**src/rtl/pixel_plot_sink_pkg.sv**
```systemverilog
// Shared definitions for the pixel-plot sink: framebuffer geometry, colour
// encoding, controller state encoding, the buffered plot request format and
// the framebuffer address helper.
package pixel_plot_sink_pkg;

    localparam int H_RES    = 160;
    localparam int V_RES    = 120;
    localparam int FB_SIZE  = H_RES * V_RES;
    localparam int FB_AW    = 15;
    localparam int X_W      = 8;
    localparam int Y_W      = 7;
    localparam int COLOUR_W = 3;

    localparam logic [COLOUR_W-1:0] COLOUR_BLACK = 3'd0;

    typedef enum logic [2:0] {
        IDLE,
        FETCH,
        CHECK,
        WRITE,
        CLEAR
    } state_t;

    typedef struct packed {
        logic [X_W-1:0]      x;
        logic [Y_W-1:0]      y;
        logic [COLOUR_W-1:0] colour;
    } pixel_req_t;

    localparam int REQ_W = $bits(pixel_req_t);

    // y*160 + x as shift-and-add; only meaningful for in-range coordinates,
    // whose largest address (19199) fits in FB_AW bits without wrapping.
    function automatic logic [FB_AW-1:0] fb_addr(input logic [X_W-1:0] x,
                                                 input logic [Y_W-1:0] y);
        logic [FB_AW-1:0] y_ext;
        y_ext = {8'b0, y};
        return (y_ext << 7) + (y_ext << 5) + {7'b0, x};
    endfunction

endpackage

```
**src/rtl/pixel_plot_sink_fifo.sv**
```systemverilog
// plot_fifo: synchronous FIFO buffering plot requests in front of the
// framebuffer controller. Head data is presented combinationally; a pop
// advances to the next entry on the clock edge.
// Ports:
//   clock, resetn  clock and asynchronous active-low reset
//   push, push_data  write an entry (caller guarantees not full)
//   pop             discard the head entry (caller guarantees not empty)
//   head_data       current head entry
//   count           number of stored entries, 0..DEPTH
//   empty           count == 0
module plot_fifo #(
    parameter int DEPTH = 4,
    parameter int WIDTH = 18
) (
    input  logic                       clock,
    input  logic                       resetn,
    input  logic                       push,
    input  logic [WIDTH-1:0]           push_data,
    input  logic                       pop,
    output logic [WIDTH-1:0]           head_data,
    output logic [$clog2(DEPTH):0]     count,
    output logic                       empty
);

    localparam int AW = $clog2(DEPTH);
    localparam int CW = AW + 1;

    logic [WIDTH-1:0] mem_q [DEPTH];
    logic [AW-1:0]    wr_ptr_q, wr_ptr_d;
    logic [AW-1:0]    rd_ptr_q, rd_ptr_d;
    logic [CW-1:0]    count_q, count_d;

    // NOTE: every signal written here is given a value before any branch so
    // no path leaves it unassigned, which would otherwise infer a latch.
    always_comb begin
        wr_ptr_d = wr_ptr_q;
        rd_ptr_d = rd_ptr_q;
        // Power-of-two depth: the pointers wrap by plain overflow.
        if (push) wr_ptr_d = wr_ptr_q + 1'b1;
        if (pop)  rd_ptr_d = rd_ptr_q + 1'b1;
        count_d = count_q + CW'(push) - CW'(pop);
    end

    // NOTE: state registers use non-blocking assignments so every flop
    // samples its pre-edge inputs, independent of statement order.
    always_ff @(posedge clock or negedge resetn) begin
        if (!resetn) begin
            wr_ptr_q <= '0;
            rd_ptr_q <= '0;
            count_q  <= '0;
        end else begin
            wr_ptr_q <= wr_ptr_d;
            rd_ptr_q <= rd_ptr_d;
            count_q  <= count_d;
        end
    end

    // NOTE: the storage array has no reset; emptiness is tracked by the
    // pointers and count, so stale contents are never observed.
    always_ff @(posedge clock) begin
        if (push) mem_q[wr_ptr_q] <= push_data;
    end

    assign head_data = mem_q[rd_ptr_q];
    assign count     = count_q;
    assign empty     = (count_q == '0);

endmodule

```
**src/rtl/pixel_plot_sink.sv**
```systemverilog
// pixel_plot_sink: receives plot requests from the object datapaths, buffers
// them, and writes them into a 160x120 3-bit framebuffer through a
// synchronous-read RAM port, flagging colour collisions on the way.
// Ports:
//   clock, resetn            clock and asynchronous active-low reset
//   plot, x, y, colour       pixel write request, taken when ready=1
//   ready                    request accepted this cycle
//   clear                    pulse: blank the framebuffer once the queue drains
//   hit_clr                  pulse: clear hit, hit_x, hit_y and dropped
//   mem_addr/wdata/we/rdata  framebuffer port; rdata lags addr by one cycle
//   busy                     work queued, in flight, or a clear outstanding
//   hit, hit_x, hit_y        sticky collision flag and first-collision coords
//   dropped                  sticky: an out-of-range request was discarded
module pixel_plot_sink
    import pixel_plot_sink_pkg::*;
#(
    parameter int FIFO_DEPTH = 4
) (
    input  logic                clock,
    input  logic                resetn,
    input  logic                plot,
    input  logic [X_W-1:0]      x,
    input  logic [Y_W-1:0]      y,
    input  logic [COLOUR_W-1:0] colour,
    output logic                ready,
    input  logic                clear,
    input  logic                hit_clr,
    output logic [FB_AW-1:0]    mem_addr,
    output logic [COLOUR_W-1:0] mem_wdata,
    output logic                mem_we,
    input  logic [COLOUR_W-1:0] mem_rdata,
    output logic                busy,
    output logic                hit,
    output logic [X_W-1:0]      hit_x,
    output logic [Y_W-1:0]      hit_y,
    output logic                dropped
);

    localparam int CNT_W = $clog2(FIFO_DEPTH) + 1;
    localparam logic [FB_AW-1:0] FB_LAST = FB_AW'(FB_SIZE - 1);

    logic             fifo_push, fifo_pop, fifo_empty, fifo_full;
    logic [REQ_W-1:0] fifo_head;
    logic [CNT_W-1:0] fifo_count;
    pixel_req_t       head;
    logic             head_in_range;
    logic             collision;

    state_t                state_q, state_d;
    pixel_req_t            cur_q, cur_d;
    logic [FB_AW-1:0]      mem_addr_q, mem_addr_d;
    logic [COLOUR_W-1:0]   mem_wdata_q, mem_wdata_d;
    logic                  mem_we_q, mem_we_d;
    logic                  hit_q, hit_d;
    logic [X_W-1:0]        hit_x_q, hit_x_d;
    logic [Y_W-1:0]        hit_y_q, hit_y_d;
    logic                  dropped_q, dropped_d;
    logic                  clear_pend_q, clear_pend_d;

    plot_fifo #(
        .DEPTH (FIFO_DEPTH),
        .WIDTH (REQ_W)
    ) u_plot_fifo (
        .clock     (clock),
        .resetn    (resetn),
        .push      (fifo_push),
        .push_data ({x, y, colour}),
        .pop       (fifo_pop),
        .head_data (fifo_head),
        .count     (fifo_count),
        .empty     (fifo_empty)
    );

    assign head          = pixel_req_t'(fifo_head);
    assign head_in_range = (head.x < X_W'(H_RES)) && (head.y < Y_W'(V_RES));
    assign fifo_full     = (fifo_count == CNT_W'(FIFO_DEPTH));

    // A pending or running clear closes the input so the sweep is the last
    // thing written; requests already queued drain first.
    assign ready     = !fifo_full && !clear_pend_q;
    assign fifo_push = plot && ready;
    assign busy      = !fifo_empty || (state_q != IDLE) || clear_pend_q;

    // mem_rdata holds the stored pixel while in CHECK.
    assign collision = (cur_q.colour != COLOUR_BLACK) &&
                       (mem_rdata    != COLOUR_BLACK) &&
                       (mem_rdata    != cur_q.colour);

    always_comb begin
        state_d      = state_q;
        cur_d        = cur_q;
        mem_addr_d   = mem_addr_q;
        mem_wdata_d  = mem_wdata_q;
        mem_we_d     = 1'b0;
        hit_d        = hit_q;
        hit_x_d      = hit_x_q;
        hit_y_d      = hit_y_q;
        dropped_d    = dropped_q;
        clear_pend_d = clear_pend_q | clear;
        fifo_pop     = 1'b0;

        if (hit_clr) begin
            hit_d     = 1'b0;
            hit_x_d   = '0;
            hit_y_d   = '0;
            dropped_d = 1'b0;
        end

        case (state_q)
            // WRITE finishes the current pixel this cycle, so it can start
            // the next one exactly like IDLE, keeping 3 cycles per pixel.
            IDLE, WRITE: begin
                if (!fifo_empty) begin
                    fifo_pop = 1'b1;
                    if (head_in_range) begin
                        state_d    = FETCH;
                        cur_d      = head;
                        mem_addr_d = fb_addr(head.x, head.y);
                    end else begin
                        state_d   = IDLE;
                        dropped_d = 1'b1;
                    end
                end else if (clear_pend_q) begin
                    state_d     = CLEAR;
                    mem_addr_d  = '0;
                    mem_wdata_d = COLOUR_BLACK;
                    mem_we_d    = 1'b1;
                end else begin
                    state_d = IDLE;
                end
            end
            FETCH: begin
                state_d = CHECK;
            end
            CHECK: begin
                // A collision overrides a coincident hit_clr; coordinates
                // latch only for the first collision since the flag was clear.
                if (collision) begin
                    hit_d = 1'b1;
                    if (!hit_q || hit_clr) begin
                        hit_x_d = cur_q.x;
                        hit_y_d = cur_q.y;
                    end
                end
                state_d     = WRITE;
                mem_we_d    = 1'b1;
                mem_wdata_d = cur_q.colour;
            end
            CLEAR: begin
                // mem_addr_q doubles as the sweep counter.
                if (mem_addr_q == FB_LAST) begin
                    state_d      = IDLE;
                    clear_pend_d = 1'b0;
                end else begin
                    mem_addr_d = mem_addr_q + 1'b1;
                    mem_we_d   = 1'b1;
                end
            end
            default: begin
                state_d = IDLE;
            end
        endcase
    end

    always_ff @(posedge clock or negedge resetn) begin
        if (!resetn) begin
            state_q      <= IDLE;
            cur_q        <= '0;
            mem_addr_q   <= '0;
            mem_wdata_q  <= '0;
            mem_we_q     <= 1'b0;
            hit_q        <= 1'b0;
            hit_x_q      <= '0;
            hit_y_q      <= '0;
            dropped_q    <= 1'b0;
            clear_pend_q <= 1'b0;
        end else begin
            state_q      <= state_d;
            cur_q        <= cur_d;
            mem_addr_q   <= mem_addr_d;
            mem_wdata_q  <= mem_wdata_d;
            mem_we_q     <= mem_we_d;
            hit_q        <= hit_d;
            hit_x_q      <= hit_x_d;
            hit_y_q      <= hit_y_d;
            dropped_q    <= dropped_d;
            clear_pend_q <= clear_pend_d;
        end
    end

    assign mem_addr  = mem_addr_q;
    assign mem_wdata = mem_wdata_q;
    assign mem_we    = mem_we_q;
    assign hit       = hit_q;
    assign hit_x     = hit_x_q;
    assign hit_y     = hit_y_q;
    assign dropped   = dropped_q;

endmodule
```
**config.mk**
```make
export PLATFORM = sky130hd
export DESIGN_NAME = pixel_plot_sink
export DESIGN_NICKNAME = d
export VERILOG_FILES = /design/src/rtl/pixel_plot_sink_pkg.sv /design/src/rtl/pixel_plot_sink_fifo.sv /design/src/rtl/pixel_plot_sink.sv
export SDC_FILE = /design/constraint.sdc
export NUM_CORES = 1
export LEC_CHECK = 0
export BUFFER_PORTS_ARGS = -buffer_cell sky130_fd_sc_hd__buf_4
export CAP_MARGIN = 10
export CORE_UTILIZATION = 56
export CTS_CLUSTER_SIZE = 25
export DETAILED_ROUTE_END_ITERATION = 10
export PLACE_DENSITY = 0.88
export SYNTH_ARGS = -nofsm -noshare
export SYNTH_HDL_FRONTEND = slang
export SYNTH_SLANG_ARGS = --single-unit
```
**constraint.sdc**
```tcl
create_clock -name clock -period 8.4 [get_ports clock]
set_clock_uncertainty 0.1 [all_clocks]
set_input_delay 0.84 -clock clock [delete_from_list [all_inputs] [get_ports clock]]
set_output_delay 0.84 -clock clock [all_outputs]
set_load 0.02 [all_outputs]
```
==> results.ini <==
[logic_synthesis]
syn_inst=453
syn_area_um2=6120
synthAdderAreaFrac=0.0507
synth_edf_count=72
ys_warn_count=0
synth_top_family_by_area=multiplexers
synthXorXnorAreaFrac=0.0186
synth_cell_type_count=59
ys_seq_area_frac=0.619
synth_mux_area_frac=0.0973
synth_seq_cells=137
syn_avg_cell_area_um2=13.5
synth-compound-area-share=0.0965
synth_ff_type=edfxtp_1
ys_async_sr_fraction=0.474
syn-num-nets=502
synthSimpleGateAreaFrac=0.0818

[cts]
clkTransAtPathRegs_ps=70
cts_tree=built
clockBufferDepth=2
ctsResizeCount=0
htree_levels=4
postCtsSetupBuffers=0
clockRootBuffer=clkbuf_8
cts_hold_buf=0
insertion_delay_ps=520
clock-sinks=137
cts_buffers=17

[place]
hpwl_um=8450
portBuffers=63
gp_congestion=0.884

[min_path]
hold_class=in2async

[power]
vdd_ir_drop_max_v=0.000214
power_leakage_nw=3.05
power_density_nw_per_um2=434

[sta]
relSlewSlack=0.331
finalSetupViolCount=0
maxSlewViolCount=0
min_period_ps=3680
finalHoldViolations=0
min_period_over_period=0.438
rsz0062_at_grt=no
fmax_mhz=272
worst_pin_slew_ps=1000
tns_ps=0

[critical_path]
worst_ep_arrival_time_ps=3970
critPathMaxFanout=20
r2r_cells=12
crit_type=reg2reg
critPathLaunchType=flip-flop
crit_required_ps=8700
setup.worst_path.end_class=flip-flop

[global_route]
grt_first_pass_wirelength_um=21100
grt_start_max_net_pins=66
antenna_found_initial=0
grt_pass1_vias=4175
grt_remaining_overflow=0
grt_util_all_layers=0.250

[layout]
multi_input_area_um2=2110
drive_gt1_frac=0.241
antennaDiodeCount=0
regArea_um2=3790
final_cell_mix=72 x edfxtp_1, 65 x dfrtp_1, 64 x buf_4
syn_to_final_growth_pct=19.4
num-fill-cells=705
layout_commonest_cell=edfxtp_1
final_nets=571
final_util=0.699

[floorplanning]
core_area_um2=10500
io_pins=64
die_w_um=107
fp.dieH_um=107
row_count=37
die_area_um2=11300
initial_utilization=0.585

[detailed_routing]
dr.pass1.iters=7
drcViolationCount=0
routed_wirelength_um=13000
avgRoutedWirePerCell_um=19.4
vias=4036
final_antenna_net_count=0
first_iter_violations=206
vias_per_cell=6.01

[status]
outcome=finished, final reports clean

[job]
drv_cap=0

where the power goes:
| group | switching [mW] | total (mW) | internal (mW) |
|---|---|---|---|
| clock network | 0.300 | 0.759 | 0.459 |
| registers | 0.141 | 0.998 | 0.857 |
| logic | 0.792 | 1.42 | 0.627 |
| total | 1.23 | 3.18 | 1.94 |
layer usage:
metal	track usage	share of wire	wire, um
met3	0.0601	0.062	814
met5	0	0	0
met1	0.315	0.41	5320
met2	0.413	0.50	6580
met4	0.114	0.025	326
metrics by stage:
step | instance area, um^2 | worst slack [ps] | hold WS [ps] | total power [mW] | cells
2_1_floorplan | 6120 | 5140 | 350 | 2.01 | 453
3_3_place_gp | 6690 | 4850 | 366 | 2.30 | 638
3_5_place_dp | 6690 | 4760 | 376 | 2.36 | 638
4_1_cts | 7290 | 4720 | 333 | 3.16 | 670
5_1_grt | 7310 | 4530 | 358 | 3.36 | 671
6_report | 7310 | 4720 | 303 | 3.18 | 671
final timing paths:
check	from	to	slack, ps
worst max register to register	u_plot_fifo.rd_ptr_q[1]	mem_addr[13]	4720
worst min-delay path	resetn	hit_y[0]	300
worst max-delay path	u_plot_fifo.rd_ptr_q[1]	mem_addr[13]	4720
worst min register to register	dropped	dropped	390
max in group asynchronous	resetn	u_plot_fifo.wr_ptr_q[1]	7360
min in group clock	dropped	dropped	390
cells in the mapped netlist (all sizes together) (2+ instances only):
master  count  area, um^2
dfrtp      65        1630
fa          3        60.1
o21ai      43         219
xnor2      10        87.6
o22ai       3        18.8
clkbuf      9        33.8
o21a        2        15.0
mux4       17         417
nand3      25         125
nor2       24        92.6
a22o        5        43.8
and3        6        37.5
nor2b       2        12.5
mux2       15         169
a31oi       7        58.8
edfxtp     72        2160
a21o        3        22.5
or3         2        12.5
a21oi      14        73.8
nand2      26         100
and2        3        18.8
or2         2        12.5
buf         6        47.5
ha         20         250
nand4       3        18.8
xor2        3        26.3
nand2b      2        12.5
nor3        5        25.0
inv        36         135
critical path, stage by stage (launching register included):
cell	delay, ps
dfrtp_1	900
mux4_1	450
inv_1	130
fa_1	480
inv_1	90
ha_1	230
a21o_1	160
a21oi_1	220
o21bai_1	110
a311o_1	370
xor2_1	140
nand3_1	90
o211ai_1	90
cell type report:
cell class	instances	area share
clock buffers	17	0.0567
clock inverters	15	0.0260
inverters	37	0.0190
multi-input cells	264	0.289
flip-flops and latches	137	0.518
well taps	136	0.0233
repair buffers	65	0.0678
registers in the layout (all words and copies together), names as in the netlist:
signal	cells
hit_x	8
cur_q	18
mem_addr	15
u_plot_fifo.rd_ptr_q	2
dropped	1
u_plot_fifo.count	3
mem_wdata	3
u_plot_fifo.mem_q	72
hit_y	7
clear_pend_q	1
hit	1
u_plot_fifo.wr_ptr_q	2
mem_we	1
state_q	3
cells by family (layout without fill, tap and decap cells):
family / after synthesis / in the layout
simple gates: 104 / 104
buf+inv: 52 / 134
fa+ha+maj: 23 / 23
xor+xnor: 13 / 13
compound gates: 91 / 91
flops: 137 / 137
mux: 33 / 33
Power figures use the tool's default switching activity.
